==> src/rtl/cs_pkg.sv <==
// Shared types and constants for the three-input compare-sort cell and its
// two-input compare-exchange building block.
package cs_pkg;

  typedef logic [1:0] sel_t;

  localparam sel_t SEL_A = 2'd0;
  localparam sel_t SEL_B = 2'd1;
  localparam sel_t SEL_C = 2'd2;

  localparam int CS_DEFAULT_WIDTH = 8;

endpackage

==> src/rtl/cs_cmp2.sv <==
// Combinational two-input compare-exchange. Operand x is the lower-index one,
// so it takes the hi slot on ties to keep the overall sort stable.
module cs_cmp2
  import cs_pkg::*;
#(
  parameter int WIDTH = CS_DEFAULT_WIDTH
) (
  input  logic [WIDTH-1:0] x,
  input  sel_t             xSel,
  input  logic [WIDTH-1:0] y,
  input  sel_t             ySel,
  output logic [WIDTH-1:0] hi,
  output sel_t             hiSel,
  output logic [WIDTH-1:0] lo,
  output sel_t             loSel
);

  logic xWins;

  assign xWins = (x >= y);
  assign hi    = xWins ? x : y;
  assign hiSel = xWins ? xSel : ySel;
  assign lo    = xWins ? y : x;
  assign loSel = xWins ? ySel : xSel;

endmodule

==> src/rtl/cs.sv <==
// Registered three-input stable compare-sort cell (max/mid/min plus origin tags).
// Define CS_PIPE_EN to register the (a,b) compare-exchange result: latency 2 instead of 1.
module cs
  import cs_pkg::*;
#(
  parameter int WIDTH = CS_DEFAULT_WIDTH
) (
  input  logic             clk,
  input  logic             rst_n,
  input  logic             in_valid,
  input  logic [WIDTH-1:0] a,
  input  logic [WIDTH-1:0] b,
  input  logic [WIDTH-1:0] c,
  output logic             out_valid,
  output logic [WIDTH-1:0] max,
  output logic [WIDTH-1:0] mid,
  output logic [WIDTH-1:0] min,
  output sel_t             max_sel,
  output sel_t             mid_sel,
  output sel_t             min_sel
);

  logic [WIDTH-1:0] abHi, abLo;
  sel_t             abHiSel, abLoSel;

  cs_cmp2 #(.WIDTH(WIDTH)) uCmpAb (
    .x(a), .xSel(SEL_A), .y(b), .ySel(SEL_B),
    .hi(abHi), .hiSel(abHiSel), .lo(abLo), .loSel(abLoSel)
  );

  logic [WIDTH-1:0] s2Hi, s2Lo, s2C;
  sel_t             s2HiSel, s2LoSel, s2CSel;
  logic             s2Valid;

`ifdef CS_PIPE_EN
  logic [WIDTH-1:0] stgHi_q, stgLo_q, stgC_q;
  sel_t             stgHiSel_q, stgLoSel_q, stgCSel_q;
  logic             stgValid_q;

  always_ff @(posedge clk or negedge rst_n) begin
    if (!rst_n) begin
      stgHi_q    <= '0;
      stgLo_q    <= '0;
      stgC_q     <= '0;
      stgHiSel_q <= SEL_A;
      stgLoSel_q <= SEL_B;
      stgCSel_q  <= SEL_C;
      stgValid_q <= 1'b0;
    end else begin
      stgValid_q <= in_valid;
      if (in_valid) begin
        stgHi_q    <= abHi;
        stgLo_q    <= abLo;
        stgC_q     <= c;
        stgHiSel_q <= abHiSel;
        stgLoSel_q <= abLoSel;
        stgCSel_q  <= SEL_C;
      end
    end
  end

  assign s2Hi    = stgHi_q;
  assign s2Lo    = stgLo_q;
  assign s2C     = stgC_q;
  assign s2HiSel = stgHiSel_q;
  assign s2LoSel = stgLoSel_q;
  assign s2CSel  = stgCSel_q;
  assign s2Valid = stgValid_q;
`else
  assign s2Hi    = abHi;
  assign s2Lo    = abLo;
  assign s2C     = c;
  assign s2HiSel = abHiSel;
  assign s2LoSel = abLoSel;
  assign s2CSel  = SEL_C;
  assign s2Valid = in_valid;
`endif

  logic [WIDTH-1:0] max_d, restV;
  sel_t             maxSel_d, restSel;

  cs_cmp2 #(.WIDTH(WIDTH)) uCmpHiC (
    .x(s2Hi), .xSel(s2HiSel), .y(s2C), .ySel(s2CSel),
    .hi(max_d), .hiSel(maxSel_d), .lo(restV), .loSel(restSel)
  );

  // The leftover from the upper exchange is c (index 2) or the former (a,b) winner,
  // which always outranks the (a,b) loser; feed the lower-index operand as x.
  logic             loFirst;
  logic [WIDTH-1:0] lx, ly, mid_d, min_d;
  sel_t             lxSel, lySel, midSel_d, minSel_d;

  assign loFirst = (restSel == SEL_C);
  assign lx      = loFirst ? s2Lo : restV;
  assign lxSel   = loFirst ? s2LoSel : restSel;
  assign ly      = loFirst ? restV : s2Lo;
  assign lySel   = loFirst ? restSel : s2LoSel;

  cs_cmp2 #(.WIDTH(WIDTH)) uCmpLo (
    .x(lx), .xSel(lxSel), .y(ly), .ySel(lySel),
    .hi(mid_d), .hiSel(midSel_d), .lo(min_d), .loSel(minSel_d)
  );

  logic [WIDTH-1:0] max_q, mid_q, min_q;
  sel_t             maxSel_q, midSel_q, minSel_q;
  logic             outValid_q;

  always_ff @(posedge clk or negedge rst_n) begin
    if (!rst_n) begin
      max_q      <= '0;
      mid_q      <= '0;
      min_q      <= '0;
      maxSel_q   <= SEL_A;
      midSel_q   <= SEL_B;
      minSel_q   <= SEL_C;
      outValid_q <= 1'b0;
    end else begin
      outValid_q <= s2Valid;
      if (s2Valid) begin
        max_q    <= max_d;
        mid_q    <= mid_d;
        min_q    <= min_d;
        maxSel_q <= maxSel_d;
        midSel_q <= midSel_d;
        minSel_q <= minSel_d;
      end
    end
  end

  assign out_valid = outValid_q;
  assign max       = max_q;
  assign mid       = mid_q;
  assign min       = min_q;
  assign max_sel   = maxSel_q;
  assign mid_sel   = midSel_q;
  assign min_sel   = minSel_q;

endmodule

==> config.mk <==
export PLATFORM = sky130hd
export DESIGN_NAME = cs
export DESIGN_NICKNAME = d
export VERILOG_FILES = /design/src/rtl/cs_pkg.sv /design/src/rtl/cs_cmp2.sv /design/src/rtl/cs.sv
export SDC_FILE = /design/constraint.sdc
export NUM_CORES = 1
export LEC_CHECK = 0
export ABC_AREA = 0
export BUFFER_PORTS_ARGS = -buffer_cell sky130_fd_sc_hd__buf_2
export CORE_AREA = 4 4 84 86
export DETAILED_ROUTE_END_ITERATION = 8
export DIE_AREA = 0 0 88 90
export GPL_TIMING_DRIVEN = 0
export PLACE_DENSITY = 0.63
export SYNTH_ARGS = -nofsm -noshare
export SYNTH_HDL_FRONTEND = slang
export SYNTH_HIERARCHICAL = 1
export SYNTH_SLANG_ARGS = --single-unit
==> constraint.sdc <==
create_clock -name clk -period 0.9 [get_ports clk]
set_input_delay 0.045 -clock clk [delete_from_list [all_inputs] [get_ports clk]]
set_output_delay 0.045 -clock clk [all_outputs]
set_load 0.05 [all_outputs]
==> run metrics <==
outcome complete, but fails checks; failing checks negative hold slack, negative setup slack; Filler Cell Count 514; Clock Latency Late Sink 280 ps; layout cells sized above 1 67.4%; RSZ-0062 raised after global routing yes; Worst EP arrival 5630 ps; Mapped Cells 233; HP Class primary input to async pin; ANT cells 0; Routed Antenna Nets 0; critical path's largest stage delay 450 ps; Pleak 1.99 nW; Worst slew margin 51.1%; Critical Path End Type flip-flop; DR pass1 iterations 4; #FFs+latches synth 31; final wirelength 6.81 mm; vias in the first global route 2194; synth-to-layout area growth 43.1%; max-slew violations 0; worst hold slack -180 ps; Overflow after GRT 0; buffers from clock root to sink, at most 2; Syn Area/Cell 11.9 sq um; Initial Util 44.1%; post-layout minimum cycle time 5470 ps; VDD IR-drop max 2.20 mV; vias per inst 5.07; Placeable Area 0.00628 sq mm; Tcrit/Tclk final 607%; final setup vio count 33; synthesized cell area 0.00277 sq mm; full die area 0.00792 sq mm; largest net degree at the start of global routing 32; Clock transition at path regs 70 ps; crit start category primary input; Seq/Total Area, Yosys 28.1%; Max Cap Viol 0; Worst Slack Setup Final -4570 ps; gpl congestion 0.763; commonest non-fill, non-tap cells in the layout mux2_4 (55), mux2_2 (51), buf_6 (41); die width 88 um; R2R cell count 1; dpl ws -5250 ps; Residual DRC 0; critical-path maximum fanout 5; Vias 2052; Hold Vio Cnt, Final 29; Iter 0 DRT Violations 39; row cnt 29; Port Buffers 57; CTS Sinks 31; first-pass GRT wire length 10.8 mm; Worst EP required 1060 ps; H-tree levels 2; Worst Tran Pin Value 733 ps; critical path class primary input to flip-flop; Detailed Place HPWL 4.59 mm; most frequent cell on the critical path mux2_4; Post-CTS Hold Buffers 1; Bufs and invs on worst path 9; initial antenna violation count 0; CTS root buf clkbuf_8; gr usage total 17.4%; post-synthesis cell type count 22; # nets final 378; commonest non-fill, non-tap cell in the layout mux2_4; Synth warnings 6; instance count on the critical path 26; DR WL/cell 16.8 um; CTS Buf Count 5; delay-heaviest family, CP compound AO/OA/AOI/OAI gates; Worst path slowest cell a2111o_1; max frequency 0.183 GHz; power density over the cells 2950 mW/mm^2; I/O pin cnt 58; CTS tree done; final setup skew 0 ps; Die Ht 90 um
-- timing repair --
action                                  CTS  global route
endpoints found under the setup margin   61            56
gates resized for setup                  96            15
cloned                                    2             0
pin swaps                                 9            11
setup buffers                            15             5
endpoints found under the hold margin    30            29
-- metal layers --
metal	track usage, %	vias to the layer above	wire length [um]
li1	-	1011	-
met1	22.0	993	3000
met2	30.3	44	3490
met3	3.20	4	272
met4	3.45	0	51
met5	0	-	0
-- power breakdown --
| part | internal (W) | leakage, nW | switching [W] |
|---|---|---|---|
| sequential | 0.00200 | 0.360 | 0.000434 |
| clock | 0.000617 | 0.0482 | 0.000536 |
| combinational | 0.00410 | 1.58 | 0.00402 |
| total | 0.00671 | 1.99 | 0.00499 |
-- cell usage after synthesis, drive strengths merged --
| library cell | number | area [sq um] |
|---|---|---|
| and2 | 1 | 6.26 |
| nor2 | 3 | 11.3 |
| o21a | 1 | 7.51 |
| dfstp | 2 | 52.6 |
| a2111o | 3 | 33.8 |
| inv | 27 | 101 |
| nand4 | 3 | 18.8 |
| a211oi | 6 | 60.1 |
| conb | 2 | 7.51 |
| a21o | 1 | 7.51 |
| mux2 | 106 | 1220 |
| a21oi | 3 | 15.0 |
| dfrtp | 29 | 726 |
| o21ai | 6 | 30.0 |
| nand2b | 5 | 53.8 |
| ha | 24 | 300 |
| buf | 11 | 114 |
-- logic make-up (layout without fill, tap and decap cells) --
logic type	Yosys count	after routing	share of synthesized area, %
adders and majority gates	24	24	10.8
AOI/OAI and AO/OA	20	20	5.56
buffers and inverters	38	123	7.77
other	2	12	0.271
DFF	31	31	28.1
and+or+nand+nor	12	12	3.25
muxes	106	106	44.2
-- area by class of cell --
class / count / area [sq um] / share of cell area (%)
tap: 77 / 96.3 / 2.43
sequential: 31 / 778 / 19.6
timing repair buffer: 79 / 713 / 18.0
inverter: 27 / 114 / 2.87
buffer: 9 / 91.3 / 2.31
clock inverter: 1 / 5.00 / 0.126
clock buffer: 7 / 86.3 / 2.18
multi-input combinational: 174 / 2080 / 52.4
-- registers in the layout, indices dropped and copies added, names as in the netlist --
register,flops
mid,8
min,8
max_sel,2
mid_sel,2
min_sel,2
max,8
out_valid,1
-- stage by stage --
stage          power (W)  instance area (sq um)  instances  TNS, ps  utilization, %
6_report          0.0117                   3960        405  -116380            63.1
5_1_grt           0.0124                   3960        405  -121610            63.1
4_1_cts           0.0116                   3860        401  -119180            61.6
3_5_place_dp     0.00872                   3330        377  -134110            53.0
3_3_place_gp     0.00864                   3330        377  -132550            53.0
2_1_floorplan    0.00750                   2950        243  -118420               -
-- worst paths after layout --
kind / start / endpoint / slack, ps
min in group clk: c[3] / max[3] / 160
max in group asynchronous: rst_n / min[5] / 610
setup / recovery: a[0] / min_sel[0] / -4570
setup reg to reg: max[6] / max[6] / 100
hold / removal: rst_n / mid[0] / -180
hold reg to reg: max[3] / max[3] / 530
(Power assumes the default switching activity.)
